**src/rtl/pipo_register.sv**
```systemverilog
// Parallel-in/parallel-out holding register with load enable and async active-low reset.
// Define PIPO_REG_PARITY_EN to add a registered even-parity output (parity_out).
module pipo_register #(
  parameter int unsigned          WIDTH     = 8,
  parameter logic [WIDTH-1:0]     RST_VALUE = {WIDTH{1'b0}}
) (
  input  logic             clk,
  input  logic             reset,
  input  logic             load,
  input  logic [WIDTH-1:0] data_in,
`ifdef PIPO_REG_PARITY_EN
  output logic             parity_out,
`endif
  output logic [WIDTH-1:0] data_out
);

  logic [WIDTH-1:0] r_data;

  always_ff @(posedge clk or negedge reset) begin
    if (!reset)    r_data <= RST_VALUE;
    else if (load) r_data <= data_in;
  end

  assign data_out = r_data;

`ifdef PIPO_REG_PARITY_EN
  // Parity is registered alongside the word so both change on the same edge.
  logic r_parity;

  always_ff @(posedge clk or negedge reset) begin
    if (!reset)    r_parity <= ^RST_VALUE;
    else if (load) r_parity <= ^data_in;
  end

  assign parity_out = r_parity;
`endif

endmodule

```
**config.mk**
```make
export PLATFORM = sky130hd
export DESIGN_NAME = pipo_register
export DESIGN_NICKNAME = d
export VERILOG_FILES = /design/src/rtl/pipo_register.sv
export SDC_FILE = /design/constraint.sdc
export NUM_CORES = 1
export LEC_CHECK = 0
export CORE_AREA = 2 2 39 41
export DETAILED_ROUTE_END_ITERATION = 8
export DIE_AREA = 0 0 41 43
export SYNTH_ARGS = -nofsm -noshare
export SYNTH_HDL_FRONTEND = slang
export SYNTH_SLANG_ARGS = --single-unit
```
**constraint.sdc**
```tcl
create_clock -name clk -period 1.3 [get_ports clk]
set_clock_uncertainty 0.2 [all_clocks]
set_input_delay 0.26 -clock clk [delete_from_list [all_inputs] [get_ports clk]]
set_output_delay 0.26 -clock clk [all_outputs]
set_load 0.1 [all_outputs]
```
==> impl_metrics.csv <==
group,metric,value,unit
grt,grt_pass1_wl,1180,um
grt,antenna_found_initial,0,
floorplanning,ios,19,
logic_synthesis,synthSimpleGateAreaFrac,0,%
floorplanning,dieWidth,41,um
timing,finalSetupViolations,4,
place,gp_congestion,0.667,
logic_synthesis,synth_warnings,0,
cts,clockRootBuffer,"clkbuf_4",
finish,final_cell_count_no_fill,57,
timing,worst_pin_slew,0.368,ns
place,port_buffers,18,
min_path,worst_hold_path_type,"in -> async",
detailed_routing,first_iter_violations,1,
logic_synthesis,synth_cell_types,3,
timing,grt_setup_unrepaired,"yes",
timing,period_needed,1.31,ns
logic_synthesis,syn_area,332,um^2
finish,final_util,47.9,%
detailed_routing,firstDrtPassIters,2,
timing,max_freq,765,MHz
timing,hold_violations,0,
timing,finalMaxSlewViolations,0,
cts,hold_buffers,0,
cts,htreeDepth,1,
critical_path,cp-start-kind,"flip-flop",
critical_path,critPathBufInv,1,
cts,clkLatencyLatePin,0.25,ns
timing,period_share,101,%
grt,grt_max_degree,9,
floorplanning,start_util,24.0,%
critical_path,worstSetupPathType,"reg -> out",
grt,first_global_vias,245,
detailed_routing,avgRoutedWirePerCell,13.1,um
grt,grt_use_total,10.5,%
grt,gr-total-overflow,0,
logic_synthesis,synth-compound-area-share,0,%
place,dp_hpwl,612,um
run_status,outcome,"finished, violations left",
critical_path,crit_fanout,2,
floorplanning,rows,14,
critical_path,crit_path_top_delay_cell,"dfrtp_2",
logic_synthesis,synth_top_family_by_area,"multiplexers",
place,dpl.cell_count,52,
detailed_routing,drc,0,
pwr,leakage,0.298,nW
critical_path,end_kind,"output port",
critical_path,required,0.84,ns
critical_path,path_cells,"buf_12",
logic_synthesis,ys_seq_area_share,60.4,%
critical_path,max_stage_delay,0.43,ns
floorplanning,die-area,1760,um^2
cts,postCtsResizedCells,0,
cts,cts_tree,"yes",
cts,clockBufferDepth,2,
floorplanning,dieHeight,43,um
finish,layout.nets,54,
timing,max_slew_margin,75.4,%
cts,cts_sinks,8,
detailed_routing,via_per_inst,3.93,
job,maxCapViolCount,0,
run_status,violations,"negative setup slack",
finish,drive_above_1_share,75.6,%
detailed_routing,vias,224,
logic_synthesis,syn_avg_cell_area,19.5,um^2
finish,syn_to_final_growth,100,%
logic_synthesis,syn_inst,17,
pwr,irDropWorstVdd,468,uV
logic_synthesis,synthAdderAreaFrac,0,%
cts,cts_buffers,3,
cts,path_clk_slew,0.05,ns
logic_synthesis,synth_mux_area_share,36.2,%
detailed_routing,drt-total-wl,749,um
floorplanning,core,1380,um^2
pwr,p_per_area,1340,nW/um^2
critical_path,critical-path-top-delay-family,"flip-flops",
detailed_routing,detail-route-antenna-nets,0,
logic_synthesis,syn_nets,28,
timing,setup_slack,-0.00660,ns
finish,largest_register_ffs,8,
critical_path,cp.arrival,0.85,ns
logic_synthesis,ys_seq_elements,8,
cts,cts_setup_buffers,1,
timing,holdWs,0.0920,ns
finish,diodes,0,
logic_synthesis,synth_xor_area_share,0,%
[layout by cell type (no fill, tap or decap), drive strengths merged]
cell and n:
buf 12, clkdlybuf4s50 10, clkbuf 3, mux2 8, dfrtp 8
[final cells by class]
cell class	instances	area, um^2
Clock buffer	3	22.5
Fill cell	114	721
Multi-Input combinational cell	8	120
Sequential cell	8	210
Tap cell	16	20.0
Timing Repair Buffer	22	290
[metal layers]
metal	part of all wire (%)	wire length [um]	GRT usage [%]
met1	42	312	13.1
met2	53	399	15.3
met3	4.8	36	4.71
met4	0	0	4.00
met5	0	0	0
[power breakdown]
group,total [mW],switching [mW],internal (mW)
logic,0.393,0.223,0.170
clock network,0.186,0.0809,0.105
registers,0.307,0.0281,0.279
total,0.887,0.332,0.555
[worst reg2reg max path, cell delays in order, from the launching register on]
cell and delay, ns:
dfrtp_2 0.42, buf_4 0.13, mux2_4 0.26
[path summary, 6_finish.rpt]
path	startpoint	endpoint	slack [ns]	cells past startpoint
worst min register to register	data_out[0]$_DFFE_PN0P_	data_out[0]$_DFFE_PN0P_	0.36	1
max in group asynchronous	reset	data_out[5]$_DFFE_PN0P_	0.52	1
min in group clk	data_out[0]$_DFFE_PN0P_	data_out[0]$_DFFE_PN0P_	0.36	1
worst max-delay path	data_out[5]$_DFFE_PN0P_	data_out[5]	-0.007	1
worst max register to register	data_out[6]$_DFFE_PN0P_	data_out[6]$_DFFE_PN0P_	0.17	2
worst min-delay path	reset	data_out[3]$_DFFE_PN0P_	0.09	1
[cell families (layout without fill, tap and decap cells)]
kind of cell           after synthesis  in the layout
DFF                                  8              8
buffers and inverters                1             25
muxes                                8              8
[per-stage QoR]
stage,cell area [um^2],power (mW),worst slack [ns],setup TNS (ns)
final,663,0.887,-0.00660,-0.0133
after detailed placement,626,0.698,-0.218,-1.69
after global placement,626,0.694,-0.214,-1.68
after floorplan,342,0.531,0.0581,0
after CTS,656,0.893,-0.0146,-0.0762
after global routing,663,0.925,-0.0354,-0.212
[Yosys cell counts]
| library cell | n | area share (%) |
|---|---|---|
| mux2_4 | 8 | 36 |
| dfrtp_1 | 8 | 60 |
| buf_6 | 1 | 3.4 |
Note: power is estimated with default switching activity, not from simulation.
